$ cat src/rtl/mem_arbiter.sv
// rtl/mem_arbiter.sv - fetch/data arbiter sharing one memory port, data-first with fetch starvation guard
module mem_arbiter #(
    parameter int ADDR_WIDTH  = 64,
    parameter int DATA_WIDTH  = 64,
    parameter int MAX_DSTREAK = 4
) (
    input  logic                    clk,
    input  logic                    rstn,
    input  logic                    if_req,
    input  logic [ADDR_WIDTH-1:0]   if_addr,
    output logic                    if_ack,
    output logic [DATA_WIDTH-1:0]   if_rdata,
    input  logic                    d_req,
    input  logic                    d_we,
    input  logic [ADDR_WIDTH-1:0]   d_addr,
    input  logic [DATA_WIDTH-1:0]   d_wdata,
    input  logic [DATA_WIDTH/8-1:0] d_wmask,
    output logic                    d_ack,
    output logic [DATA_WIDTH-1:0]   d_rdata,
    output logic                    mem_req,
    output logic                    mem_we,
    output logic [ADDR_WIDTH-1:0]   mem_addr,
    output logic [DATA_WIDTH-1:0]   mem_wdata,
    output logic [DATA_WIDTH/8-1:0] mem_wmask,
    input  logic                    mem_ack,
    input  logic [DATA_WIDTH-1:0]   mem_rdata,
    output logic                    busy,
    output logic                    owner
);

    localparam int MASK_WIDTH   = DATA_WIDTH / 8;
    localparam int STREAK_WIDTH = $clog2(MAX_DSTREAK + 1);
    localparam logic [STREAK_WIDTH-1:0] STREAK_MAX = STREAK_WIDTH'(MAX_DSTREAK);

    typedef enum logic [1:0] {
        IDLE = 2'd0,
        BUSY = 2'd1,
        RESP = 2'd2
    } state_t;

    state_t                  state;
    logic [STREAK_WIDTH-1:0] streak;
    logic                    grant_d;

    // Data wins unless a fetch has already waited through MAX_DSTREAK data grants.
    assign grant_d = d_req && (!if_req || (streak < STREAK_MAX));

    always_ff @(posedge clk or negedge rstn) begin
        if (!rstn) begin
            state     <= IDLE;
            streak    <= '0;
            mem_req   <= 1'b0;
            mem_we    <= 1'b0;
            mem_addr  <= '0;
            mem_wdata <= '0;
            mem_wmask <= '0;
            if_ack    <= 1'b0;
            d_ack     <= 1'b0;
            if_rdata  <= '0;
            d_rdata   <= '0;
            owner     <= 1'b0;
            busy      <= 1'b0;
        end else begin
            case (state)
                IDLE: begin
                    if (if_req || d_req) begin
                        state   <= BUSY;
                        mem_req <= 1'b1;
                        busy    <= 1'b1;
                        owner   <= grant_d;
                        if (grant_d) begin
                            mem_we    <= d_we;
                            mem_addr  <= d_addr;
                            mem_wdata <= d_wdata;
                            mem_wmask <= d_we ? d_wmask : {MASK_WIDTH{1'b0}};
                            if (!if_req) begin
                                streak <= '0;
                            end else if (streak != STREAK_MAX) begin
                                streak <= streak + 1'b1;
                            end
                        end else begin
                            mem_we    <= 1'b0;
                            mem_addr  <= if_addr;
                            mem_wdata <= '0;
                            mem_wmask <= '0;
                            streak    <= '0;
                        end
                    end
                end
                BUSY: begin
                    if (mem_ack) begin
                        state   <= RESP;
                        mem_req <= 1'b0;
                        if (owner) begin
                            d_rdata <= mem_rdata;
                            d_ack   <= 1'b1;
                        end else begin
                            if_rdata <= mem_rdata;
                            if_ack   <= 1'b1;
                        end
                    end
                end
                RESP: begin
                    state  <= IDLE;
                    if_ack <= 1'b0;
                    d_ack  <= 1'b0;
                    busy   <= 1'b0;
                end
                default: begin
                    state   <= IDLE;
                    mem_req <= 1'b0;
                    if_ack  <= 1'b0;
                    d_ack   <= 1'b0;
                    busy    <= 1'b0;
                end
            endcase
        end
    end

endmodule
$ cat config.mk
export PLATFORM = sky130hd
export DESIGN_NAME = mem_arbiter
export DESIGN_NICKNAME = d
export VERILOG_FILES = /design/src/rtl/mem_arbiter.sv
export SDC_FILE = /design/constraint.sdc
export NUM_CORES = 1
export LEC_CHECK = 0
export ABC_AREA = 1
export CORE_AREA = 3 3 208 210
export CTS_BUF_LIST = sky130_fd_sc_hd__clkbuf_4
export CTS_CLUSTER_DIAMETER = 120
export DETAILED_ROUTE_END_ITERATION = 10
export DIE_AREA = 0 0 211 213
export PLACE_DENSITY = 0.63
export SLEW_MARGIN = 0
export SYNTH_ARGS = -nofsm -noshare
export SYNTH_HDL_FRONTEND = slang
export SYNTH_SLANG_ARGS = --single-unit
$ cat constraint.sdc
create_clock -name clk -period 1.6 [get_ports clk]
set_input_delay 0.32 -clock clk [delete_from_list [all_inputs] [get_ports clk]]
set_output_delay 0.32 -clock clk [all_outputs]
set_load 0.02 [all_outputs]
### Yosys cells after proc, flatten, opt, wreduce, memory -nomap -nowiden

Index checks and enable logic that the tools add are counted.

* bits in registers: 275
* output and inout port bits: 270
* logic and storage cells: 62
* input bits: 270

* add/sub/neg operators: 1
* order comparisons: 1
* equality and inequality tests: 8
* reduce and logical (&&, ||, !) cells: 14
* mux-type cells: 21
* bitwise gates (word level): 4

Operators with widths (number)
* 64-bit two-way mux: 2
* 3-bit AND reduction: 6
* 8-bit two-way mux: 2
* 3-bit two-way mux: 3
* 2-bit != test (second input constant): 4
* 1-bit two-way mux: 7
* 1-bit case mux with 2 select lines: 3
* 2-bit AND reduction: 3
* 2-bit two-way mux: 2
* 1-bit NOT: 4
* 2-bit case mux with 2 select lines: 1
* 3-bit by 1-bit adder with 3-bit output (second input constant): 1
* 3-bit less-than comparator (second input constant): 1
* 3-bit by 2-bit != test with 1-bit output (second input constant): 1
* 3-bit != test (second input constant): 1
* 1-bit case mux with 3 select lines: 1
* 2-bit by 1-bit == test with 1-bit output (second input constant): 1
* 2-bit == test (second input constant): 1
* 2-bit logical NOT: 1
* 1-bit logical OR: 2
* 1-bit logical AND: 1
* 1-bit logical NOT: 1

### Longest topological paths before layout

Gate-level depths: netlist of run 1.

* word-level depth: 5
* gate-level depth with buffers: 7
* gate-level depth less buffers: 6

### Worst setup path after synthesis of run 1

No wires, ideal clock.

* path type: register to register
* from: reg owner
* to: reg if_rdata[53]
* slack: 0.372 ns
* path buffers: 2
* arrival time: 1.097 ns
* clock period less this slack: 1.228 ns
* data required time: 1.469 ns
* stages on the path, launching flop included: 7
* setup time: 0.131 ns
* path through: dfrtp_1 > nor2_1 > nand2_1 > buf_2 > buf_2 > nand2_1 > o21ai_0

* word-level cells in the longest chain between the ends: 2

Ends and longest elaborated chain
* from (decl): RTL line 28 `output logic owner`
* from (signal assigned): RTL line 70 `owner <= grant_d;`
* 1-bit NOT (no source line)
* 3-bit AND reduction (no source line)
* to (signal assigned): RTL line 98 `if_rdata <= mem_rdata;`
* to (decl): RTL line 12 `output logic [DATA_WIDTH-1:0] if_rdata,`

Every way passes these cells.
A chain may end at the register's enable or synchronous reset.

### Worst setup path after layout of run 1

* from: reg mem_wdata[4]
* to: out mem_wdata[4]

RTL lines
* from (decl): RTL line 23 `output logic [DATA_WIDTH-1:0] mem_wdata,`
* from (signal assigned): RTL line 74 `mem_wdata <= d_wdata;`

No word-level cell between the ends.

==> summary.txt, run 1 <==
Run status
  • Outcome: finished with violations
  • Failing checks: setup timing

Synth
  • Main area contributors after synthesis: sky130_fd_sc_hd__dfrtp_1, sky130_fd_sc_hd__nand2_1, sky130_fd_sc_hd__nand3_1, sky130_fd_sc_hd__inv_1, sky130_fd_sc_hd__o21ai_0
  • Synth top area share: 0.5872
  • Sequential element share of the synthesized area: 0.5872
  • Most common flop cell mapped by yosys: sky130_fd_sc_hd__dfrtp_1
  • Largest area contributor in the synthesized netlist: sky130_fd_sc_hd__dfrtp_1
  • Post-synth EDFFs: 0
  • Post-synthesis async set-or-reset flop share: 1.000
  • Leading cell type by number of instances after synthesis: sky130_fd_sc_hd__nand2_1
  • Syn Nets: 1686
  • Count of state elements after synthesis: 275
  • Number of warning messages in the yosys log: 0
  • Count of distinct cell types in the synthesized netlist: 18
  • Synthesized instance count: 1414
  • Mapped Area: 0.01172 mm^2
  • Most used standard cells in the synthesized netlist: sky130_fd_sc_hd__nand2_1, sky130_fd_sc_hd__dfrtp_1, sky130_fd_sc_hd__inv_1, sky130_fd_sc_hd__nand3_1, sky130_fd_sc_hd__o21ai_0
  • Average cell area after synthesis: 8.289 um^2

Timing
  • Transition time at the pin with the least slew margin: 0.4300 ns
  • Final critical-path share of the clock period: 1.005
  • Setup violation total in the final timing report: 4
  • Relative max-transition margin: 0.7133
  • Number of max-slew violations in the final report: 0
  • Final count of hold timing violations: 0
  • Fin crit period: 1.607 ns
  • Worst setup margin: -0.007417 ns
  • Post-route setup TNS: -0.01744 ns
  • Worst Skew: 0.02814 ns
  • RSZ-0062 raised after global routing: yes
  • FMAX: 0.6221 GHz

Clock tree
  • Number of buffers on the longest clock path: 3
  • Root buffer cell: sky130_fd_sc_hd__clkbuf_4
  • Clock slew seen by the registers of the worst setup and hold paths: 0.07 ns
  • Number of H-tree branching levels: 3
  • Clock net sink count: 275
  • Inserted Clock Buffers: 75
  • CTS tree: yes
  • Clock Latency Late Sink: 0.71 ns

Placement
  • Placed cell count: 2472
  • Number of buffer cells added on primary ports: 539
  • Final weighted congestion of routability-driven global placement: 0.9583
  • Final HPWL from detailed placement: 31.24 mm
  • Placed standard-cell area: 0.01824 mm^2

Run
  • Number of max-capacitance violations reported: 0

Worst setup path
  • Number of buffer and inverter stages on the critical path: 1
  • Worst reg-to-reg setup slack: 0.09 ns
  • Startpoint Class: flip-flop
  • Cell breakdown of the critical path: buf_6
  • Crit path capture type: output pin
  • Library cell contributing the largest single delay on the critical path: sky130_fd_sc_hd__dfrtp_1
  • Worst reg2reg path depth: 7
  • Top cell family by delay on the critical path: flip-flops
  • Number of gates on the worst path with buffers counted: 1
  • Reg-to-reg critical path endpoint: mem_addr[51]
  • Reg-to-reg startpoint: state[1]
  • Largest stage delay, worst path: 0.43 ns
  • Highest fanout seen on the critical path: 2
  • Setup CP Type: flip-flop to output pin
  • Critical Path AT: 1.29 ns
  • CP required: 1.28 ns

Drt
  • Wire length reported by the detailed router: 44.41 mm
  • Via-per-instance ratio: 4.379
  • DR DRC count: 0
  • Iteration-0 DRC count of the detailed router: 673
  • Iteration count of the initial detailed-routing pass: 5
  • Routed vias: 12000
  • Routed length per placed instance: 16.20 um
  • Count of antenna-violating nets left after detailed routing: 0

Floorplan
  • Cell Rows: 75
  • Die Outline Area: 0.04494 mm^2
  • Floorplan Core Area: 0.04176 mm^2
  • Die W: 211 um
  • Starting density of the core: 0.2807
  • Top-level I/O count: 540
  • Die height: 213 um

Layout
  • Core Util, Final: 0.4952
  • Share of layout cells above drive strength 1: 0.2776
  • Cell area after layout: 0.02068 mm^2
  • Layout Cells excl Fill: 2741
  • Area growth syn-to-layout: 76.43%
  • Number of nets at the end of the flow: 2424

Power
  • LEAKAGE: 11.03 nW
  • Max IR drop VDD: 0.7980 mV
  • Total Power: 40.87 mW
  • Total power per unit cell area: 1977 mW/mm^2

Global route
  • GRT overflow: 0
  • Total track usage: 0.1863
  • Vias in the first global route: 12190
  • Antenna violations before repair: 2
  • Wire length of the first global-routing pass: 65.98 mm
  • Maximum number of pins on one net before global-route repair: 130

Worst hold path
  • Worst Hold Path Cells: 3
  • Hold path start: d_wdata[25]
  • Class of the worst hold path: input pin to flip-flop
  • Worst Hold End: mem_wdata[25]
==> final cells by class <==
| cell class | instances | area, um^2 |
|---|---|---|
| Fill cell | 3885 | 21080 |
| Sequential cell | 275 | 6888 |
| Antenna cell | 1 | 2.502 |
| Clock inverter | 14 | 83.83 |
| Tap cell | 539 | 674.4 |
| Clock buffer | 112 | 840.8 |
| Inverter | 199 | 747.0 |
| Multi-Input combinational cell | 852 | 3672 |
| Timing Repair Buffer | 749 | 7769 |
==> layout by cell type, fill, tap and decap left out <==
cell / Yosys / layout
sky130_fd_sc_hd__buf_12: 0 / 31
sky130_fd_sc_hd__buf_2: 65 / 1
sky130_fd_sc_hd__buf_4: 10 / 170
sky130_fd_sc_hd__buf_6: 0 / 273
sky130_fd_sc_hd__buf_8: 0 / 1
sky130_fd_sc_hd__bufinv_16: 0 / 1
sky130_fd_sc_hd__clkbuf_16: 0 / 3
sky130_fd_sc_hd__clkbuf_4: 0 / 112
sky130_fd_sc_hd__clkdlybuf4s50_1: 0 / 267
sky130_fd_sc_hd__clkinv_1: 0 / 8
sky130_fd_sc_hd__clkinv_2: 0 / 1
sky130_fd_sc_hd__clkinvlp_4: 0 / 1
sky130_fd_sc_hd__dfrtp_1: 275 / 270
sky130_fd_sc_hd__dfrtp_2: 0 / 5
sky130_fd_sc_hd__diode_2: 0 / 1
sky130_fd_sc_hd__dlygate4sd3_1: 0 / 3
sky130_fd_sc_hd__ha_1: 2 / 2
sky130_fd_sc_hd__inv_1: 196 / 196
sky130_fd_sc_hd__inv_2: 3 / 6
sky130_fd_sc_hd__nand2_1: 506 / 503
sky130_fd_sc_hd__nand2_2: 0 / 2
sky130_fd_sc_hd__nand2_4: 0 / 1
sky130_fd_sc_hd__nand3_1: 194 / 194
sky130_fd_sc_hd__nand3b_1: 1 / 1
sky130_fd_sc_hd__nand4_1: 2 / 2
sky130_fd_sc_hd__nor2_1: 13 / 12
sky130_fd_sc_hd__nor2_4: 1 / 2
sky130_fd_sc_hd__nor3_1: 1 / 1
sky130_fd_sc_hd__o21ai_0: 75 / 69
sky130_fd_sc_hd__o21ai_1: 57 / 62
sky130_fd_sc_hd__o21ai_4: 0 / 1
==> flip-flops by register name (all words and copies together), names as in the netlist, 2 cells and up <==
signal     cells
mem_wdata     64
mem_addr      64
d_rdata       64
state          2
mem_wmask      8
if_rdata      64
streak         3
==> cell families after synthesis <==
group	Yosys count	share of synthesized area
AND/OR/NAND/NOR	718	0.2522
flip-flops	275	0.5872
AO/OA/AOI/OAI	132	0.05637
buffers and inverters	287	0.1022
adder cells (fa/ha/maj)	2	0.002135
==> per-stage QoR <==
step | hold slack [ns] | setup WS, ns
CTS | 0.03511 | -0.1460
global placement | 0.1877 | -0.1363
finish | 0.1581 | -0.007417
floorplan | 0.02441 | 0.3720
global route | 0.07687 | -0.1138
detailed placement | 0.1829 | -0.1558
==> what timing repair did <==
| action | 4_1_cts | 5_1_grt |
|---|---|---|
| buffers inserted | 74 | 60 |
| hold buffers | 3 | 1 |
| cloned | 0 | 5 |
| endpoints found under the hold margin | 276 | 1 |
| resized for setup | 1621 | 18 |
| setup endpoints to repair | 270 | 328 |
==> where the power goes <==
group	total, mW	switching, mW	leakage [nW]	internal (mW)
logic	21.8	10.7	7.03	11.1
registers	12.8	2.54	3.44	10.2
clock network	6.29	2.95	0.559	3.34
==> routing by layer <==
layer,vias to the layer above,global-route usage,share of wire
li1,5863,-,-
met1,5583,0.2198,0.40
met2,482,0.3140,0.49
met3,73,0.06156,0.085
met4,2,0.07783,0.029
met5,-,0,0.00029
==> worst max-delay path by stage <==
stage                            start            to  slack [ns]
after floorplan                  owner  if_rdata[53]        0.37
after global placement          if_req   mem_addr[1]       -0.14
after detailed placement        if_req  mem_addr[36]       -0.16
after CTS                 mem_addr[62]  mem_addr[62]       -0.15
after global routing      if_rdata[25]  if_rdata[25]       -0.11
final                     mem_wdata[4]  mem_wdata[4]      -0.007
(Power assumes the default switching activity.)
==> inputs of run 2 (changes only) <==
--- a/config.mk
+++ b/config.mk
@@ -6,12 +6,13 @@
 export NUM_CORES = 1
 export LEC_CHECK = 0
 export ABC_AREA = 1
-export CORE_AREA = 3 3 208 210
+export CORE_AREA = 8 8 207 209
 export CTS_BUF_LIST = sky130_fd_sc_hd__clkbuf_4
 export CTS_CLUSTER_DIAMETER = 120
 export DETAILED_ROUTE_END_ITERATION = 10
-export DIE_AREA = 0 0 211 213
-export PLACE_DENSITY = 0.63
+export DIE_AREA = 0 0 215 217
+export PLACE_DENSITY = 0.66
+export RECOVER_POWER = 50
 export SLEW_MARGIN = 0
 export SYNTH_ARGS = -nofsm -noshare
 export SYNTH_HDL_FRONTEND = slang
==> summary.txt, run 2 (same netlist as run 1, synthesis figures left out) <==
Layout
  • Number of nets at the end of the flow: 2417 (was 2424)
  • Most frequent cells in the layout: sky130_fd_sc_hd__nand2_1, sky130_fd_sc_hd__dfrtp_1, sky130_fd_sc_hd__buf_6, sky130_fd_sc_hd__clkdlybuf4s50_1, sky130_fd_sc_hd__inv_1 (was sky130_fd_sc_hd__nand2_1, sky130_fd_sc_hd__buf_6, sky130_fd_sc_hd__dfrtp_1, sky130_fd_sc_hd__clkdlybuf4s50_1, sky130_fd_sc_hd__inv_1)
  • Leading cell type in the layout, fill and taps excluded: sky130_fd_sc_hd__nand2_1 (unchanged)
  • Register cell area after layout: 0.006885 mm^2 (was 0.006888 mm^2)
  • Share of layout cells above drive strength 1: 0.2671 (was 0.2776)
  • Cell area after layout: 0.02034 mm^2 (was 0.02068 mm^2)
  • Core Util, Final: 0.5155 (was 0.4952)
  • Multi-input logic area: 0.003672 mm^2 (unchanged)
  • Area growth syn-to-layout: 73.57% (was 76.43%)
  • Filler Cells Inserted: 3583 (was 3885)

Timing
  • Post-route setup TNS: -0.02921 ns (was -0.01744 ns)
  • Number of max-slew violations in the final report: 0 (unchanged)
  • RSZ-0062 raised after global routing: yes (unchanged)
  • Worst setup margin: -0.01060 ns (was -0.007417 ns)
  • Transition time at the pin with the least slew margin: 0.9116 ns (was 0.4300 ns)
  • Final critical-path share of the clock period: 1.007 (was 1.005)
  • FMAX: 0.6209 GHz (was 0.6221 GHz)
  • Setup violation total in the final timing report: 4 (unchanged)
  • Relative max-transition margin: 0.3923 (was 0.7133)
  • Worst Skew: 0.02246 ns (was 0.02814 ns)
  • Final count of hold timing violations: 0 (unchanged)
  • Fin crit period: 1.611 ns (was 1.607 ns)

Global route
  • Antenna violations before repair: 1 (was 2)
  • Wire length of the first global-routing pass: 70.28 mm (was 65.98 mm)
  • GRT overflow: 0 (unchanged)
  • Maximum number of pins on one net before global-route repair: 55 (was 130)
  • Total track usage: 0.1888 (was 0.1863)
  • Vias in the first global route: 12640 (was 12190)

Drt
  • DR DRC count: 0 (unchanged)
  • Via-per-instance ratio: 4.489 (was 4.379)
  • Routed vias: 12230 (was 12000)
  • Iteration count of the initial detailed-routing pass: 5 (unchanged)
  • Wire length reported by the detailed router: 46.48 mm (was 44.41 mm)
  • Routed length per placed instance: 17.06 um (was 16.20 um)
  • Iteration-0 DRC count of the detailed router: 736 (was 673)
  • Count of antenna-violating nets left after detailed routing: 0 (unchanged)

Clock tree
  • Clock Latency Late Sink: 0.69 ns (was 0.71 ns)
  • Inserted Clock Buffers: 78 (was 75)
  • Root buffer cell: sky130_fd_sc_hd__clkbuf_4 (unchanged)
  • CTS tree: yes (unchanged)
  • Number of H-tree branching levels: 3 (unchanged)
  • Clock slew seen by the registers of the worst setup and hold paths: 0.06 ns (was 0.07 ns)
  • Clock net sink count: 275 (unchanged)
  • Number of buffers on the longest clock path: 3 (unchanged)

Worst setup path
  • Highest fanout seen on the critical path: 2 (unchanged)
  • CP required: 1.28 ns (about the same)
  • Worst reg2reg path depth: 6 (was 7)
  • Startpoint Class: flip-flop (unchanged)
  • Critical Path AT: 1.29 ns (about the same)
  • Cell breakdown of the critical path: buf_6 (unchanged)
  • Largest stage delay, worst path: 0.45 ns (was 0.43 ns)
  • Top cell family by delay on the critical path: flip-flops (unchanged)
  • Crit path capture type: output pin (unchanged)
  • Setup CP Type: flip-flop to output pin (unchanged)
  • Number of buffer and inverter stages on the critical path: 1 (unchanged)
  • Library cell contributing the largest single delay on the critical path: sky130_fd_sc_hd__dfrtp_2 (was sky130_fd_sc_hd__dfrtp_1)
  • Number of gates on the worst path with buffers counted: 1 (unchanged)

Power
  • LEAKAGE: 10.87 nW (was 11.03 nW)
  • Max IR drop VDD: 0.7963 mV (was 0.7980 mV)
  • Clk pwr share: 0.158 (was 0.154)
  • Sequential cell fraction of total power: 0.314 (was 0.313)
  • Combinational group share of total power: 0.528 (was 0.533)
  • Total power per unit cell area: 1997 mW/mm^2 (was 1977 mW/mm^2)
  • Internal power summed over all cells: 24.36 mW (was 24.71 mW)
  • Switching power share of the total: 0.4005 (was 0.3953)
  • NetSw: 16.27 mW (was 16.16 mW)

Floorplan
  • Die height: 217 um (was 213 um)
  • Starting density of the core: 0.2970 (was 0.2807)
  • Top-level I/O count: 540 (unchanged)
  • Floorplan Core Area: 0.03946 mm^2 (was 0.04176 mm^2)
  • Die W: 215 um (was 211 um)
  • Die Outline Area: 0.04666 mm^2 (was 0.04494 mm^2)
  • Cell Rows: 73 (was 75)

Placement
  • Number of buffer cells added on primary ports: 539 (unchanged)
  • Final weighted congestion of routability-driven global placement: 0.8826 (was 0.9583)
  • Placed standard-cell area: 0.01809 mm^2 (was 0.01824 mm^2)
  • Final HPWL from detailed placement: 34.01 mm (was 31.24 mm)

Worst hold path
  • Class of the worst hold path: input pin to flip-flop (unchanged)
  • Worst Hold Path Cells: 3 (unchanged)

Run status
  • Outcome: finished with violations (unchanged)
  • Failing checks: setup timing (unchanged)

Run
  • Number of max-capacitance violations reported: 0 (unchanged)
run 2: changes by cell type in the layout (fill, tap and decap cells not counted), moves of 3 or more:
cell,previous run,this run
sky130_fd_sc_hd__clkbuf_1,0,7
sky130_fd_sc_hd__clkbuf_16,3,0
sky130_fd_sc_hd__buf_6,273,270
sky130_fd_sc_hd__o21ai_1,62,58
sky130_fd_sc_hd__o21ai_0,69,73
sky130_fd_sc_hd__buf_4,170,166
sky130_fd_sc_hd__clkinv_1,8,20
sky130_fd_sc_hd__clkbuf_2,0,5
sky130_fd_sc_hd__inv_2,6,3
sky130_fd_sc_hd__buf_12,31,18
run 2: final timing paths:
kind / slack, ns / end / startpoint
max: -0.01 / mem_addr[1] / mem_addr[1]
min: 0.18 / mem_wdata[63] / d_wdata[63]
max reg2reg: 0.07 / mem_addr[5] / state[0]
min reg2reg: 0.50 / mem_wmask[2] / mem_wmask[2]
max in group asynchronous: 0.09 / d_rdata[32] / rstn
min in group asynchronous: 0.32 / d_rdata[22] / rstn
run 2: layout make-up:
cell class	count	share of cell area
Antenna cell	1	0.0001230
Clock buffer	107	0.03949
Clock inverter	26	0.007689
Inverter	199	0.03672
Multi-Input combinational cell	852	0.1805
Sequential cell	275	0.3385
Tap cell	525	0.03229
Timing Repair Buffer	739	0.3647
run 2: power by group through the flow:
stage / Sequential, mW / Combinational [mW] / Clock (mW)
2_1_floorplan: 15.9 / 4.66 / 0
3_3_place_gp: 12.1 / 18.5 / 0
3_5_place_dp: 12.2 / 18.7 / 0
4_1_cts: 12.7 / 20.6 / 6.71
5_1_grt: 13.1 / 23.0 / 7.04
6_report: 12.8 / 21.4 / 6.42
run 2: per-stage QoR:
| step | power [mW] | cells | hold slack (ns) | worst slack [ns] |
|---|---|---|---|---|
| 4_1_cts | 40.02 | 2659 | 0.03118 | -0.1642 |
| 2_1_floorplan | 20.55 | 1414 | 0.02441 | 0.3720 |
| 5_1_grt | 43.12 | 2724 | 0.08412 | -0.1262 |
| 3_3_place_gp | 30.62 | 2453 | 0.3031 | -0.1454 |
| 3_5_place_dp | 30.90 | 2453 | 0.3062 | -0.2280 |
| 6_report | 40.62 | 2724 | 0.1789 | -0.01060 |
run 2: timing repair:
action / CTS / global route
setup buffers: 71 / 64
hold endpoints to repair: 276 / 0
cloned: 0 / 0
gates resized for setup: 1652 / 3
hold buffers: 2 / 0
endpoints found under the setup margin: 270 / 272
run 2: routing by layer:
| layer | routed length (um) | GRT usage | share of wire |
|---|---|---|---|
| met3 | 4363 | 0.07198 | 0.094 |
| met5 | 0 | 0 | 0 |
| met2 | 22020 | 0.3091 | 0.47 |
| met4 | 2117 | 0.1042 | 0.046 |
| met1 | 17980 | 0.2114 | 0.39 |
==> inputs of run 3 (changes only) <==
--- a/config.mk
+++ b/config.mk
@@ -6,12 +6,14 @@
 export NUM_CORES = 1
 export LEC_CHECK = 0
 export ABC_AREA = 1
-export CORE_AREA = 8 8 207 209
+export CELL_PAD_IN_SITES_DETAIL_PLACEMENT = 1
+export CELL_PAD_IN_SITES_GLOBAL_PLACEMENT = 1
+export CORE_MARGIN = 8
+export CORE_UTILIZATION = 30
 export CTS_BUF_LIST = sky130_fd_sc_hd__clkbuf_4
 export CTS_CLUSTER_DIAMETER = 120
 export DETAILED_ROUTE_END_ITERATION = 10
-export DIE_AREA = 0 0 215 217
-export PLACE_DENSITY = 0.66
+export PLACE_DENSITY = 0.87
 export RECOVER_POWER = 50
 export SLEW_MARGIN = 0
 export SYNTH_ARGS = -nofsm -noshare
==> summary.txt, run 3 (same netlist as run 1, synthesis figures left out) <==
Floorplan
  • Die height: 213.7 um (was 217 um)
  • Die W: 213.7 um (was 215 um)
  • Floorplan Core Area: 0.03865 mm^2 (was 0.03946 mm^2)
  • Top-level I/O count: 540 (unchanged)
  • Die Outline Area: 0.04565 mm^2 (was 0.04666 mm^2)
  • Starting density of the core: 0.3033 (was 0.2970)
  • Cell Rows: 72 (was 73)

Global route
  • Wire length of the first global-routing pass: 88.90 mm (was 70.28 mm)
  • Total track usage: 0.2549 (was 0.1888)
  • Antenna violations before repair: 7 (was 1)
  • Vias in the first global route: 15000 (was 12640)
  • GRT overflow: 0 (unchanged)
  • Maximum number of pins on one net before global-route repair: 67 (was 55)

Worst setup path
  • Startpoint Class: flip-flop (unchanged)
  • Critical Path AT: 2.35 ns (was 1.29 ns)
  • Setup CP Type: flip-flop to flip-flop (was flip-flop to output pin)
  • CP required: 2.18 ns (was 1.28 ns)
  • Highest fanout seen on the critical path: 32 (was 2)
  • Crit path capture type: flip-flop (was output pin)

Timing
  • Setup violation total in the final timing report: 124 (was 4)
  • RSZ-0062 raised after global routing: yes (unchanged)
  • Relative max-transition margin: 0.08802 (was 0.3923)
  • Worst Skew: 0.04127 ns (was 0.02246 ns)
  • Min Hold Slack: 0.1287 ns (was 0.1789 ns)
  • FMAX: 0.5637 GHz (was 0.6209 GHz)
  • Fin crit period: 1.774 ns (was 1.611 ns)
  • Transition time at the pin with the least slew margin: 1.368 ns (was 0.9116 ns)
  • Worst setup margin: -0.1741 ns (was -0.01060 ns)
  • Final critical-path share of the clock period: 1.109 (was 1.007)
  • Final count of hold timing violations: 0 (unchanged)
  • Number of max-slew violations in the final report: 0 (unchanged)

Clock tree
  • Inserted Clock Buffers: 75 (was 78)
  • Clock slew seen by the registers of the worst setup and hold paths: 0.09 ns (was 0.06 ns)
  • Root buffer cell: sky130_fd_sc_hd__clkbuf_4 (unchanged)
  • Clock Latency Late Sink: 0.76 ns (was 0.69 ns)
  • CTS tree: yes (unchanged)
  • Number of H-tree branching levels: 3 (unchanged)
  • Clock net sink count: 275 (unchanged)
  • Number of buffers on the longest clock path: 3 (unchanged)

Placement
  • Placed standard-cell area: 0.01811 mm^2 (was 0.01809 mm^2)
  • Final HPWL from detailed placement: 39.59 mm (was 34.01 mm)
  • Final weighted congestion of routability-driven global placement: 0.8666 (was 0.8826)
  • Number of buffer cells added on primary ports: 539 (unchanged)

Run
  • Number of max-capacitance violations reported: 0 (unchanged)

Layout
  • Leading cell type in the layout, fill and taps excluded: sky130_fd_sc_hd__nand2_1 (unchanged)
  • Number of nets at the end of the flow: 2511 (was 2417)
  • Share of layout cells above drive strength 1: 0.2996 (was 0.2671)
  • Area growth syn-to-layout: 79.35% (was 73.57%)
  • Most frequent cells in the layout: sky130_fd_sc_hd__nand2_1, sky130_fd_sc_hd__buf_6, sky130_fd_sc_hd__dfrtp_1, sky130_fd_sc_hd__clkdlybuf4s50_1, sky130_fd_sc_hd__buf_4 (was sky130_fd_sc_hd__nand2_1, sky130_fd_sc_hd__dfrtp_1, sky130_fd_sc_hd__buf_6, sky130_fd_sc_hd__clkdlybuf4s50_1, sky130_fd_sc_hd__inv_1)
  • Cell area after layout: 0.02102 mm^2 (was 0.02034 mm^2)

Drt
  • Wire length reported by the detailed router: 68.38 mm (was 46.48 mm)
  • Routed vias: 13990 (was 12230)
  • DR DRC count: 0 (unchanged)
  • Via-per-instance ratio: 4.985 (was 4.489)
  • Count of antenna-violating nets left after detailed routing: 0 (unchanged)
  • Routed length per placed instance: 24.37 um (was 17.06 um)
  • Iteration-0 DRC count of the detailed router: 913 (was 736)
  • Iteration count of the initial detailed-routing pass: 5 (unchanged)

Run status
  • Failing checks: setup timing (unchanged)
  • Outcome: finished with violations (unchanged)

Power
  • LEAKAGE: 11.33 nW (was 10.87 nW)
  • Total power per unit cell area: 2124 mW/mm^2 (was 1997 mW/mm^2)
  • Max IR drop VDD: 0.6989 mV (was 0.7963 mV)

Worst hold path
  • Class of the worst hold path: input pin to flip-flop (unchanged)
run 3: changes by cell type in the layout (fill, tap and decap cells not counted), moves of 6 or more:
| cell | before | now |
|---|---|---|
| sky130_fd_sc_hd__buf_4 | 166 | 262 |
| sky130_fd_sc_hd__buf_6 | 270 | 276 |
| sky130_fd_sc_hd__clkbuf_1 | 7 | 0 |
| sky130_fd_sc_hd__clkbuf_4 | 110 | 103 |
| sky130_fd_sc_hd__clkinv_1 | 20 | 14 |
| sky130_fd_sc_hd__diode_2 | 1 | 8 |
run 3: critical path: stages, from the launching register on:
cell                      delay, ns
sky130_fd_sc_hd__dfrtp_1       0.45
sky130_fd_sc_hd__inv_2         0.17
sky130_fd_sc_hd__nand4_1       0.18
sky130_fd_sc_hd__buf_12        0.21
sky130_fd_sc_hd__buf_12        0.17
sky130_fd_sc_hd__o21ai_0       0.44
run 3: worst paths after layout:
path / from / end / slack [ns] / cells past startpoint
min in group asynchronous: rstn / if_rdata[16] / 0.43 / 2
max in group asynchronous: rstn / if_rdata[50] / 0.10 / 3
max: state[1] / d_rdata[34] / -0.17 / 5
min reg2reg: mem_addr[0] / mem_addr[0] / 0.51 / 2
max reg2reg: state[1] / d_rdata[34] / -0.17 / 5
min: d_wdata[53] / mem_wdata[53] / 0.13 / 3
run 3: area by class of cell:
class	count	area, um^2
Antenna cell	8	20.02
Clock buffer	100	750.7
Clock inverter	18	70.07
Fill cell	4462	17630
Inverter	199	747.0
Multi-Input combinational cell	852	3675
Sequential cell	275	6884
Tap cell	518	648.1
Timing Repair Buffer	836	8225
run 3: timing repair:
| item | 4_1_cts | 5_1_grt |
|---|---|---|
| hold endpoints to repair | 276 | 0 |
| cloned | 0 | 1 |
| pin swaps | 0 | 1 |
| hold buffers | 2 | 0 |
| buffers inserted | 116 | 114 |
| endpoints found under the setup margin | 270 | 287 |
| resized for setup | 1656 | 5 |
run 3: routing by layer:
layer | up-vias | wire length [um] | global-route usage
li1 | 6022 | - | -
met1 | 6877 | 23270 | 0.2590
met2 | 784 | 33990 | 0.4447
met3 | 305 | 5996 | 0.08185
met4 | 0 | 5118 | 0.1730
met5 | - | 0 | 0
run 3: power by group:
part | switching [mW] | internal, mW | leakage (nW)
registers | 3.07 | 10.2 | 3.45
clock network | 3.38 | 2.87 | 0.498
logic | 13.1 | 12.0 | 7.38
total | 19.5 | 25.1 | 11.3
run 3: stage by stage:
stage,setup WS [ns],total power [mW],setup TNS (ns),util,cells
after floorplan,0.3720,20.55,0,-,1414
after global placement,-0.1308,30.43,-14.36,0.4686,2447
after detailed placement,-0.2077,31.39,-24.27,0.4686,2447
after CTS,-0.1370,40.74,-20.49,0.5217,2683
after global routing,-0.2248,46.47,-20.95,0.5438,2805
final,-0.1741,44.65,-3.193,0.5439,2806
